--- config.mk ---
export PLATFORM = sky130hd
export DESIGN_NAME = tdr_seq_ctrl
export DESIGN_NICKNAME = d
export VERILOG_FILES = /design/src/rtl/tdr_seq_ctrl.sv
export SDC_FILE = /design/constraint.sdc
export NUM_CORES = 1
export LEC_CHECK = 0
export ABC_AREA = 1
export BUFFER_PORTS_ARGS = -buffer_cell sky130_fd_sc_hd__buf_2
export CAP_MARGIN = 25
export CORE_MARGIN = 5
export CORE_UTILIZATION = 62
export CTS_BUF_LIST = sky130_fd_sc_hd__clkbuf_8
export DETAILED_ROUTE_END_ITERATION = 10
export MAX_ROUTING_LAYER = met4
export PLACE_DENSITY_LB_ADDON = 0.1
export SYNTH_ARGS = -nofsm -noshare
export SYNTH_HDL_FRONTEND = slang
export SYNTH_SLANG_ARGS = --single-unit
--- constraint.sdc ---
create_clock -name clk -period 6.35 [get_ports clk]
set_input_delay 0.3175 -clock clk [delete_from_list [all_inputs] [get_ports clk]]
set_output_delay 0.3175 -clock clk [all_outputs]
set_load 0.005 [all_outputs]
--- src/rtl/tdr_seq_ctrl.sv ---
// rtl/tdr_seq_ctrl.sv - TDR bank sequencer: clear, launch, capture window, decode, valid/ready result.
// Optional TDR_BUBBLE_CHECK_EN: leading-ones decode with bubble detection (default: popcount).
module tdr_seq_ctrl #(
  parameter int N_CELLS = 16,
  parameter int CNT_W   = $clog2(N_CELLS + 1),
  parameter int WIN_W   = 8
) (
  input  logic               clk,
  input  logic               rstb,
  input  logic               start,
  input  logic               abort,
  input  logic [WIN_W-1:0]   win_len,
  input  logic [N_CELLS-1:0] tdr_carry,
  output logic               cell_rstb,
  output logic               launch,
  output logic               busy,
  output logic               res_valid,
  input  logic               res_ready,
  output logic [CNT_W-1:0]   res_count,
  output logic               res_full,
  output logic               bubble_err
);

  typedef enum logic [2:0] {
    S_IDLE, S_CLEAR, S_LAUNCH, S_WAIT, S_SYNC, S_CAPTURE, S_HOLD
  } state_t;

  state_t             state_q, state_d;
  logic               ph_q, ph_d;
  logic [WIN_W-1:0]   win_q, win_d;
  logic [N_CELLS-1:0] sync1_q, sync2_q;
  logic [CNT_W-1:0]   cnt_q, cnt_d;
  logic               full_q, full_d;
  logic               bub_q, bub_d;
  logic [CNT_W-1:0]   dec_cnt;
  logic               dec_bub;

  // Free-running synchronizer for the asynchronous carry vector
  always_ff @(posedge clk or negedge rstb) begin
    if (!rstb) begin
      sync1_q <= '0;
      sync2_q <= '0;
    end else begin
      sync1_q <= tdr_carry;
      sync2_q <= sync1_q;
    end
  end

`ifdef TDR_BUBBLE_CHECK_EN
  always_comb begin
    logic seen_zero;
    seen_zero = 1'b0;
    dec_cnt   = '0;
    dec_bub   = 1'b0;
    for (int i = 0; i < N_CELLS; i++) begin
      if (!sync2_q[i])    seen_zero = 1'b1;
      else if (seen_zero) dec_bub   = 1'b1;
      else                dec_cnt   = dec_cnt + 1'b1;
    end
  end
`else
  always_comb begin
    dec_cnt = '0;
    dec_bub = 1'b0;
    for (int i = 0; i < N_CELLS; i++) begin
      dec_cnt = dec_cnt + CNT_W'(sync2_q[i]);
    end
  end
`endif

  always_comb begin
    state_d = state_q;
    ph_d    = ph_q;
    win_d   = win_q;
    cnt_d   = cnt_q;
    full_d  = full_q;
    bub_d   = bub_q;
    case (state_q)
      S_IDLE: begin
        if (start) begin
          win_d   = (win_len == '0) ? WIN_W'(1) : win_len;
          ph_d    = 1'b0;
          state_d = S_CLEAR;
        end
      end
      S_CLEAR: begin
        ph_d = ~ph_q;
        if (ph_q) state_d = S_LAUNCH;
      end
      S_LAUNCH: state_d = S_WAIT;
      S_WAIT: begin
        // Counter ends at zero when the window expires
        win_d = win_q - 1'b1;
        if (win_q == WIN_W'(1)) state_d = S_SYNC;
      end
      S_SYNC: begin
        ph_d = ~ph_q;
        if (ph_q) state_d = S_CAPTURE;
      end
      S_CAPTURE: begin
        cnt_d   = dec_cnt;
        full_d  = &sync2_q;
        bub_d   = dec_bub;
        state_d = S_HOLD;
      end
      S_HOLD: begin
        if (res_ready) state_d = S_IDLE;
      end
      default: state_d = S_IDLE;
    endcase
    // Abort overrides everything outside IDLE, including a pending handshake
    if (abort && state_q != S_IDLE) begin
      state_d = S_IDLE;
      ph_d    = 1'b0;
      win_d   = '0;
      cnt_d   = cnt_q;
      full_d  = full_q;
      bub_d   = bub_q;
    end
  end

  always_ff @(posedge clk or negedge rstb) begin
    if (!rstb) begin
      state_q <= S_IDLE;
      ph_q    <= 1'b0;
      win_q   <= '0;
      cnt_q   <= '0;
      full_q  <= 1'b0;
      bub_q   <= 1'b0;
    end else begin
      state_q <= state_d;
      ph_q    <= ph_d;
      win_q   <= win_d;
      cnt_q   <= cnt_d;
      full_q  <= full_d;
      bub_q   <= bub_d;
    end
  end

  assign busy       = (state_q != S_IDLE);
  assign launch     = (state_q == S_LAUNCH);
  assign res_valid  = (state_q == S_HOLD);
  assign cell_rstb  = (state_q != S_IDLE) && (state_q != S_CLEAR);
  assign res_count  = cnt_q;
  assign res_full   = full_q;
  assign bubble_err = bub_q;

endmodule

Word-level counts from Yosys, hierarchy flattened
Cells that the tools add are included.
{"block": "totals", "ff_bits": 50, "elab_cells": 65, "output_inout_bits": 11}
{"block": "classes", "reduce_logical": 13, "n_bitwise": 2, "n_mux": 14, "eq_ne": 13, "add_sub_neg": 16}
{"cell": "adder 5 x 1 -> 5 bit", "count": 11}
{"cell": "two-way mux 8 bit", "count": 3}
{"cell": "one-hot mux 3 bit (7 select lines)", "count": 1}
{"cell": "two-way mux 3 bit", "count": 6}
{"cell": "one-hot mux 8 bit (2 select lines)", "count": 1}
{"cell": "AND reduction 16 bit", "count": 1}
{"cell": "inequality test 3 bit, second input constant", "count": 4}
{"cell": "== test 3 bit, second input constant", "count": 3}
{"cell": "nonzero test 3 bit", "count": 3}
{"cell": "== test 8 x 1 -> 1 bit, second input constant", "count": 1}
{"cell": "logical NOT 8 bit", "count": 1}
{"cell": "subtractor 8 x 1 -> 8 bit, second input constant", "count": 1}
{"cell": "== test 3 x 2 -> 1 bit, second input constant", "count": 2}
{"cell": "inequality test 3 x 1 -> 1 bit, second input constant", "count": 2}
{"cell": "AND reduction 2 bit", "count": 3}
{"cell": "adder 4 x 1 -> 5 bit", "count": 1}
{"cell": "AND reduction 5 bit", "count": 1}
{"cell": "adder 3 x 1 -> 4 bit", "count": 1}
{"cell": "adder 2 x 1 -> 3 bit", "count": 1}
{"cell": "== test 3 x 1 -> 1 bit, second input constant", "count": 1}
{"cell": "logical NOT 3 bit", "count": 1}
{"cell": "adder 1 x 1 -> 2 bit", "count": 1}
{"cell": "logical AND 1 bit", "count": 2}
{"cell": "two-way mux 1 bit", "count": 2}
{"cell": "other kinds (3)", "count": 4}

Longest topological paths before layout
Gate-level depths: netlist (run 1).
{"block": "depth", "depth_word": 15, "ltp_mapped": 14}

Worst setup path before layout (run 1)
No wires, ideal clock.
{"block": "synth_path", "kind": "reg2reg", "startpoint": "register sync2_q[0]", "endpoint": "register cnt_q[4] (netlist: res_count[4])", "setup_time_ps": 127, "synth_period_minus_slack_ps": 3284, "arrival_time_ps": 3157, "stages_incl_launch_ff": 11, "path_slack_ps": 3066, "cell_sequence": "dfrtp_1 inv_1 fa_1 fa_1 fa_1 fa_1 inv_1 ha_1 fa_1 a21oi_1 o21ai_0"}
{"block": "synth_via", "elab_chain_len": 15}
{"element": "start: declaration", "line_no": "31", "source": "logic [N_CELLS-1:0] sync1_q, sync2_q;"}
{"element": "start signal: assignment", "line_no": "45", "source": "sync2_q <= sync1_q;"}
{"element": "adder 1 x 1 -> 2 bit", "line_no": "66", "source": "dec_cnt = dec_cnt + CNT_W'(sync2_q[i]);"}
{"element": "adder 2 x 1 -> 3 bit", "line_no": "66"}
{"element": "adder 3 x 1 -> 4 bit", "line_no": "66"}
{"element": "adder 4 x 1 -> 5 bit", "line_no": "66"}
{"element": "adder 5 x 1 -> 5 bit (11 in series)", "line_no": "66"}
{"element": "end signal: assignment", "line_no": "134", "source": "cnt_q <= cnt_d;"}
{"element": "end: declaration", "line_no": "32", "source": "logic [CNT_W-1:0] cnt_q, cnt_d;"}
Every way passes these cells.
A chain may end at the register's enable or synchronous reset.

Final worst setup path (run 1)
{"block": "layout_path", "startpoint": "register sync2_q[0]", "endpoint": "register cnt_q[2] (netlist: res_count[2])"}
Same word-level chain as after synthesis.

==> results of run 1 <==
==> layer usage <==
| layer | vias up | wire [µm] | share of wire [%] |
|---|---|---|---|
| met2 | 28 | 2070 | 49 |
| li1 | 887 | - | - |
| met4 | 0 | 29 | 0.68 |
| met5 | - | 0 | 0 |
| met3 | 4 | 200 | 4.7 |
| met1 | 798 | 1960 | 46 |
==> timing repair <==
item | CTS | global route
hold buffers | 0 | 1
hold endpoints to repair | 0 | 12
buffers inserted | 0 | 0
==> cell families after synthesis <==
kind of cell               after synthesis  share of synthesized area [%]
AOI/OAI and AO/OA                       25                           5.15
and+or+nand+nor                        112                           22.5
xor gates and xnor gates                 1                          0.361
adders and majority gates               18                           12.4
buffers and inverters                   47                           8.03
other                                    1                          0.154
DFF                                     50                           51.5
==> power groups by stage <==
stage	registers [mW]	clock network, mW	logic, mW
final	0.420	0.190	0.433
after global routing	0.428	0.210	0.500
after CTS	0.419	0.193	0.436
after detailed placement	0.425	0	0.432
after global placement	0.423	0	0.411
after floorplan	0.411	0	0.337
==> through the flow <==
step	std cells	hold slack, ns	cell area, µm²
2_1_floorplan	254	0.0219	2430
3_3_place_gp	337	0.334	2650
3_5_place_dp	337	0.335	2650
4_1_cts	345	0.112	2750
5_1_grt	347	0.0960	2780
6_report	347	0.121	2780
==> layout by cell type, fill, tap and decap left out, drive strengths merged <==
master and n:
a21oi 10, buf 39, clkbuf 6, clkinvlp 1, conb 1, dfrtp 50, dlygate4sd3 1, fa 10
ha 8, inv 45, nand2 54, nand3 26, nand4 4, nor2 17, nor3 5, nor4 2
o21ai 15, or2 4, xnor2 1
==> sequential cells by signal, summed over array words and instances (netlist names) <==
signal     cells
ph_q           1
res_count      5
res_full       1
state_q        3
sync1_q       16
sync2_q       16
win_q          8
==> worst max-delay path by stage <==
stage	endpoint	start	slack (ns)	cells past startpoint
6_report	res_count[2]$_DFFE_PN0P_	sync2_q[0]$_DFF_PN0_	2.90	10
5_1_grt	res_count[2]$_DFFE_PN0P_	sync2_q[0]$_DFF_PN0_	2.76	10
3_5_place_dp	res_count[2]$_DFFE_PN0P_	sync2_q[1]$_DFF_PN0_	2.90	10
4_1_cts	res_count[2]$_DFFE_PN0P_	sync2_q[1]$_DFF_PN0_	2.87	10
2_1_floorplan	res_count[4]$_DFFE_PN0P_	sync2_q[0]$_DFF_PN0_	3.07	10
3_3_place_gp	res_count[4]$_DFFE_PN0P_	sync2_q[0]$_DFF_PN0_	3.02	10
==> area by class of cell <==
| cell class | count | area [µm²] |
|---|---|---|
| fill | 293 | 937 |
| sequential | 50 | 1250 |
| multi-input combinational | 157 | 983 |
| timing repair buffer | 40 | 220 |
| clock inverter | 2 | 16.3 |
| clock buffer | 6 | 82.6 |
| tap | 48 | 60.1 |
| inverter | 44 | 165 |
==> critical path, stage by stage, from the launching register on <==
cell and delay (ns):
dfrtp_1 0.35, inv_1 0.06, fa_1 0.56, fa_1 0.44
fa_1 0.49, fa_1 0.50, inv_1 0.05, ha_1 0.20
fa_1 0.40, xnor2_1 0.14, o21ai_0 0.18
==> metrics.md, run 1 <==
| Metric | Value |
|---|---|
| Crit Path Class | `register to register` |
| Min-delay worst type | `input pin to register` |
| Syn_nets | `301` |
| R2r worst-path depth | `10` |
| Fmax | `290 MHz` |
| Mean post-synth cell area | `9.57 µm²` |
| Reg power frac | `40.3%` |
| Fraction of registers with async set/reset | `100%` |
| Final RePlAce weighted congestion | `0.852` |
| Tcrit/Tclk final | `54.3%` |
| Synth top area cells | `dfrtp_1 (51%), fa_1 (8.2%), nand2_1 (7.9%)` |
| Largest net degree at the start of global routing | `51` |
| Share of the synthesized area in the top cell type | `51.5%` |
| Crit path arrival time | `3.66 ns` |
| I/O pin count | `40` |
| Syn. warnings | `0` |
| Global route overflow | `0` |
| Run status | `complete, no violations` |
| Met3 usage | `4.82%` |
| Switching Share | `39.6%` |
| Cell taking the most area after synthesis | `dfrtp_1` |
| Final worst slack | `2.90 ns` |
| Post-synthesis sequential area ratio | `51.5%` |
| Met2 usage | `28.2%` |
| Wirelength per Cell | `12.3 µm` |
| Worst-path clk slew | `0.09 ns` |
| DR iter-0 viols | `125` |
| Worst skew pair latency | `0.30 ns` |
| Worst-case clock buffer depth | `2` |
| Die Ht | `72.6 µm` |
| Int Power | `0.629 mW` |
| Tmin final | `3.45 ns` |
| RSZ-0062 raised after global routing | `false` |
| Initial antenna violation count | `0` |
| Die ar. | `0.00527 mm²` |
| Most Crowded Layer GR | `met2` |
| Final TNS setup | `0 ns` |
| N_diodes | `0` |
| Synth Flop Type | `dfrtp_1` |
| Peak VDD IR | `0.235 mV` |
| Dpl ws | `2.90 ns` |
| Worst r2r src | `sync2_q[0]$_DFF_PN0_` |
| Antenna viol nets, final | `0` |
| Initial cell density of the core | `65.4%` |
| Vias per cell | `4.95` |
| Psw | `0.413 mW` |
| Top-count cell post-synth | `nand2_1` |
| Hold Crit Depth | `1` |
| Synth top cells by count | `nand2_1 (51), dfrtp_1 (50), inv_1 (41)` |
| DRC errors left | `0` |
| Total power | `1.04 mW` |
| Flops & latches, synth | `50` |
| PD cells | `375 mW/mm²` |
| Detail Placement HPWL | `3300 µm` |
| Final #Nets | `345` |
| Final Hold Vio Count | `0` |
| Final setup skew | `0.00349 ns` |
| Root Buffer | `clkbuf_8` |
| Die Width | `72.6 µm` |
| Share of layout cells above drive strength 1 | `21.4%` |
| Slew Limit Fails | `0` |
| Gr usage total | `17.9%` |
| Max Cap Viol | `0` |
| Number of flops mapped to enable cells by yosys | `0` |
| Global-route wire length before repair | `7040 µm` |
| Reg2Reg Setup Slack | `2.90 ns` |
| H-tree depth | `2` |
| Routed vias | `1717` |
| Met1 usage in global routing | `22.9%` |
| Core Util, Final | `74.8%` |
| First-pass iteration count of the detailed router | `4` |
| Hold EP | `sync1_q[7]$_DFF_PN0_` |
| Final setup viols | `0` |
| Count of different cell masters after synthesis | `26` |
| HP Start | `tdr_carry[7]` |
| Clk sinks | `50` |
| Crit-path max FO | `2` |
| Vias in the first global route | `1680` |
| CTS Buf Count | `5` |
| Rows | `22` |
| Crit end category | `register` |
| LEAKAGE | `1.46 nW` |
| Combinational share of power | `41.5%` |
| Clk pwr share | `18.2%` |
| Cells after Synth | `254` |
| Area grow syn2layout | `14.4%` |
| Worst endpoint required time | `6.56 ns` |
| Post-CTS sizing | `0` |
| CTS tree | `built` |
| Core area | `0.00372 mm²` |
| Mapped Area | `0.00243 mm²` |
| Worst Setup Start Kind | `register` |
| DRT Wirelength | `4260 µm` |
| IO Port Bufs | `38` |
| R2r endpoint | `res_count[2]$_DFFE_PN0P_` |
No activity file was read; power rests on OpenSTA's default activity.
==> inputs of run 2 (changes only) <==
CORE_UTILIZATION = 58   (was 62)
clock period = 3.2 ns   (was 6.35 ns; I/O delays follow)
==> metrics.md, run 2 (synthesis results as in run 1) <==
| Metric | Value |
|---|---|
| Crit end category | `register` |
| Core area | `0.00403 mm²` |
| Worst path depth | `10` |
| Tcrit/Tclk final | `102%` |
| CTS Buf Count | `5` |
| Placed cells | `344` |
| Crit path largest cell delay | `0.54 ns` |
| Die Ht | `74.7 µm` |
| Min-delay worst type | `input pin to register` |
| Failing checks | `negative setup slack` |
| N_diodes | `0` |
| Largest net degree at the start of global routing | `51` |
| Most used cell, CP | `fa_1` |
| Initial cell density of the core | `60.3%` |
| IO Port Bufs | `38` |
| Final TNS setup | `-0.198 ns` |
| R2r worst-path depth | `10` |
| Slew Limit Fails | `0` |
| DRT Wirelength | `4460 µm` |
| Largest regs | `sync1_q: 16 flops, sync2_q: 16 flops, win_q: 8 flops` |
| Worst Setup Start Kind | `register` |
| Hold_ws | `0.216 ns` |
| Global route overflow | `0` |
| Antenna viol nets, final | `0` |
| Critical path's slowest cell | `fa_1` |
| Vias per cell | `4.90` |
| Final RePlAce weighted congestion | `0.850` |
| Wirelength per Cell | `12.0 µm` |
| Final setup skew | `0.00691 ns` |
| Root Buffer | `clkbuf_8` |
| Final setup viols | `3` |
| Fmax | `305 MHz` |
| Crit Path Class | `register to register` |
| Peak VDD IR | `0.435 mV` |
| H-tree depth | `2` |
| Final #Nets | `367` |
| Crit-path cells | `inv_2 -> fa_1 -> fa_1 -> fa_2 -> fa_1 -> inv_2 -> ha_4 -> fa_2 -> xnor2_2 -> o21ai_1` |
| Largest delay share family, worst path | `adder cells` |
| Final Hold Vio Count | `0` |
| Worst-case clock buffer depth | `2` |
| Share of layout cells above drive strength 1 | `28.7%` |
| Worst skew pair latency | `0.30 ns` |
| Crit path arrival time | `3.50 ns` |
| Die Width | `74.7 µm` |
| Final worst slack | `-0.0756 ns` |
| DR iter-0 viols | `68` |
| Worst endpoint required time | `3.43 ns` |
| Area grow syn2layout | `26.2%` |
| Rows | `23` |
| I/O pin count | `40` |
| Clk sinks | `50` |
| Hold Crit Depth | `5` |
| Worst-path clk slew | `0.09 ns` |
| CTS tree | `built` |
| Run status | `complete, but fails checks` |
| Non-filler cells, final | `371` |
| DRC errors left | `0` |
| Post-placement cell area | `0.00270 mm²` |
| Max Cap Viol | `0` |
| Die ar. | `0.00558 mm²` |
| Initial antenna violation count | `0` |
| Buf/Inv on CP | `2` |
| PD cells | `750 mW/mm²` |
| Routed vias | `1819` |
| Crit-path max FO | `2` |
| Global-route wire length before repair | `7600 µm` |
| Gr usage total | `18.5%` |
| Tmin final | `3.28 ns` |
| First-pass iteration count of the detailed router | `4` |
| Final Cell Area | `0.00307 mm²` |
| Detail Placement HPWL | `3210 µm` |
| RSZ-0062 raised after global routing | `true` |
| Commonest non-fill, non-tap cells in the layout | `nand2_1 (50), dfrtp_1 (50), buf_2 (38)` |
| LEAKAGE | `1.56 nW` |
| Core Util, Final | `76.1%` |
| Vias in the first global route | `1816` |
==> run 2: changes by cell type in the layout (fill, tap and decap cells not counted), moves of 3 or more <==
cell,delta
dlygate4sd3_1,+16
fa_2,+3
fa_1,-3
inv_2,+12
buf_4,+6
inv_1,-12
==> run 2: layer usage <==
layer / vias to the layer above / routed length (µm) / track usage (%)
li1: 926 / - / -
met1: 857 / 1940 / 23.1
met2: 32 / 2300 / 30.7
met3: 4 / 192 / 4.01
met4: 0 / 31 / 4.74
met5: - / 0 / -
==> run 2: metrics by stage <==
step / power [mW] / setup slack (ns)
after floorplan: 1.49 / -0.00219
after global placement: 1.70 / -0.0637
after detailed placement: 1.74 / -0.112
after CTS: 2.23 / -0.117
after global routing: 2.50 / -0.191
final: 2.30 / -0.0756
==> run 2: path summary, 6_finish.rpt <==
check,startpoint,end,slack [ns]
hold reg to reg,sync1_q[15]$_DFF_PN0_,sync2_q[15]$_DFF_PN0_,0.35
hold / removal,win_len[7],win_q[7]$_DFFE_PN0P_,0.22
max in group asynchronous,rstb,sync2_q[12]$_DFF_PN0_,2.41
min in group asynchronous,rstb,sync1_q[7]$_DFF_PN0_,0.30
setup reg to reg,sync2_q[9]$_DFF_PN0_,res_count[2]$_DFFE_PN0P_,-0.08
setup / recovery,sync2_q[9]$_DFF_PN0_,res_count[2]$_DFFE_PN0P_,-0.08
==> run 2: area by class of cell <==
class / count / area [µm²]
Inverter: 44 / 165
Multi-Input combinational cell: 157 / 1040
Sequential cell: 50 / 1250
Clock inverter: 2 / 38.8
Fill cell: 260 / 962
Timing Repair Buffer: 62 / 425
Clock buffer: 6 / 82.6
Tap cell: 50 / 62.6
==> run 2: worst reg2reg max path, stage by stage (launching register included) <==
cell	delay [ns]
dfrtp_1	0.34
inv_2	0.04
fa_1	0.50
fa_1	0.54
fa_2	0.45
fa_1	0.50
inv_2	0.05
ha_4	0.15
fa_2	0.37
xnor2_2	0.14
o21ai_1	0.12
==> run 2: power by group <==
part | switching, mW | internal, mW | leakage [nW]
Combinational | 0.579 | 0.430 | 0.895
Sequential | 0.0913 | 0.741 | 0.607
Clock | 0.202 | 0.257 | 0.0618
Total | 0.872 | 1.43 | 1.56
==> run 2: timing repair <==
action / 4_1_cts / 5_1_grt
pin swaps: 6 / 5
hold endpoints to repair: 16 / 15
cloned: 0 / 0
buffers inserted: 0 / 1
resized for setup: 7 / 15
setup endpoints to repair: 4 / 4
hold buffers: 16 / 1
==> inputs of run 3 (changes only) <==
clock period = 3.3 ns   (was 3.2 ns; I/O delays follow)
==> metrics.md, run 3 (synthesis results as in run 1) <==
| Metric | Value |
|---|---|
| Multi-input gate area | `0.00100 mm²` |
| Crit path largest cell delay | `0.53 ns` |
| Commonest non-fill, non-tap cell in the layout | `nand2_1` |
| Final setup skew | `0.00525 ns` |
| Global-route wire length before repair | `8020 µm` |
| IO Port Bufs | `38` |
| Gr usage total | `19.7%` |
| Most used cell, CP | `fa_1` |
| Fmax | `299 MHz` |
| DRC errors left | `0` |
| Largest regs | `sync1_q: 16 flops, sync2_q: 16 flops, win_q: 8 flops` |
| Worst-path clk slew | `0.10 ns` |
| Initial antenna violation count | `0` |
| Crit-path cells | `inv_2 -> fa_1 -> fa_1 -> fa_2 -> fa_1 -> inv_2 -> ha_4 -> fa_2 -> a21oi_2 -> o21ai_1` |
| Commonest non-fill, non-tap cells in the layout | `nand2_1 (51), dfrtp_1 (50), buf_2 (38)` |
| Vias per cell | `5.09` |
| Final Hold Vio Count | `0` |
| Hold_ws | `0.228 ns` |
| Global route overflow | `0` |
| Wirelength per Cell | `12.8 µm` |
| Worst Tran Pin Value | `0.500 ns` |
| RSZ-0062 raised after global routing | `true` |
| Crit end category | `register` |
| Critical path's slowest cell | `fa_1` |
| Run status | `complete, but fails checks` |
| First-pass iteration count of the detailed router | `4` |
| FILL cells | `302` |
| Die Ht | `74.7 µm` |
| Tcrit/Tclk final | `101%` |
| N_diodes | `0` |
| Final RePlAce weighted congestion | `0.905` |
| Min-delay worst type | `input pin to register` |
| Peak VDD IR | `0.547 mV` |
| Crit path arrival time | `3.54 ns` |
| Largest delay share family, worst path | `adder cells` |
| Worst Setup Start Kind | `register` |
| DR iter-0 viols | `108` |
| Failing checks | `negative setup slack` |
| Max Cap Viol | `0` |
| Worst-case clock buffer depth | `2` |
| Largest net degree at the start of global routing | `35` |
| Reg2Reg Setup Slack | `-0.04 ns` |
| Antenna viol nets, final | `0` |
| Share of layout cells above drive strength 1 | `24.7%` |
| Initial cell density of the core | `60.3%` |
| Vias in the first global route | `1805` |
| LEAKAGE | `1.55 nW` |
| Detail Placement HPWL | `3440 µm` |
| Rows | `23` |
| Buf/Inv on CP | `2` |
| Slew Limit Fails | `0` |
| I/O pin count | `40` |
| Storage cell area | `0.00125 mm²` |
| CTS tree | `built` |
| Area grow syn2layout | `23.4%` |
| Tmin final | `3.34 ns` |
| Final worst slack | `-0.0432 ns` |
| Rel. slew slack | `66.6%` |
| Final #Nets | `366` |
| Crit Path Class | `register to register` |
| Total power | `2.09 mW` |
| Clk sinks | `50` |
| Final setup viols | `2` |
| H-tree depth | `2` |
| Core area | `0.00403 mm²` |
| Die Width | `74.7 µm` |
| Worst skew pair latency | `0.30 ns` |
| Root Buffer | `clkbuf_8` |
| DRT Wirelength | `4730 µm` |
| Die ar. | `0.00558 mm²` |
| CTS Buf Count | `5` |
| Worst endpoint required time | `3.50 ns` |
| Routed vias | `1883` |
| Crit-path max FO | `2` |
| PD cells | `695 mW/mm²` |
run 3: metal layers:
metal | track usage (%) | up-vias | share of wire [%]
met5 | - | - | 0
met2 | 31.9 | 62 | 50
met1 | 24.8 | 889 | 42
met4 | 7.51 | 0 | 1.5
li1 | - | 922 | -
met3 | 3.60 | 10 | 6.4
run 3: path summary, 6_finish.rpt:
path	cells past startpoint	end	from
max in group asynchronous	3	ph_q$_DFFE_PN0P_	rstb
worst max register to register	10	res_count[4]$_DFFE_PN0P_	sync2_q[11]$_DFF_PN0_
worst min-delay path	4	win_q[2]$_DFFE_PN0P_	win_len[2]
min in group asynchronous	2	sync2_q[7]$_DFF_PN0_	rstb
worst min register to register	0	sync2_q[9]$_DFF_PN0_	sync1_q[9]$_DFF_PN0_
worst max-delay path	10	res_count[4]$_DFFE_PN0P_	sync2_q[11]$_DFF_PN0_
run 3: timing repair:
action                     CTS  global route
setup endpoints to repair    3             4
gates resized for setup     10             3
buffers inserted             1             2
pin swaps                    4             4
hold endpoints to repair    32             0
hold buffers                17             0
run 3: stage by stage:
step | utilization, % | TNS, ns | std cells | cell area (µm²) | setup WS [ns]
floorplan | - | 0 | 254 | 2430 | 0.0159
global placement | 66.2 | -0.0699 | 341 | 2670 | -0.0388
detailed placement | 66.7 | -0.266 | 342 | 2690 | -0.0964
CTS | 73.8 | -0.00408 | 368 | 2970 | -0.00408
global route | 74.4 | -0.471 | 370 | 3000 | -0.142
finish | 74.4 | -0.0781 | 370 | 3000 | -0.0432
run 3: tightest hold or removal path: cells and delay by family:
family	cells	cell delay (ns)
compound gates	1	0.07
buf+inv	1	0.09
simple gates	2	0.17
run 3: area by class of cell:
type,instances,area share [%]
multi-input cells,157,33.5
repair buffers,61,13.9
flip-flops and latches,50,41.7
clock inverters,3,0.960
clock buffers,5,2.29
well taps,50,2.09
inverters,44,5.51
run 3: report_power, final:
part / switching, mW / total (mW) / internal [mW] / leakage [nW]
clock: 0.218 / 0.377 / 0.159 / 0.0506
combinational: 0.543 / 0.901 / 0.358 / 0.891
sequential: 0.0899 / 0.808 / 0.718 / 0.607
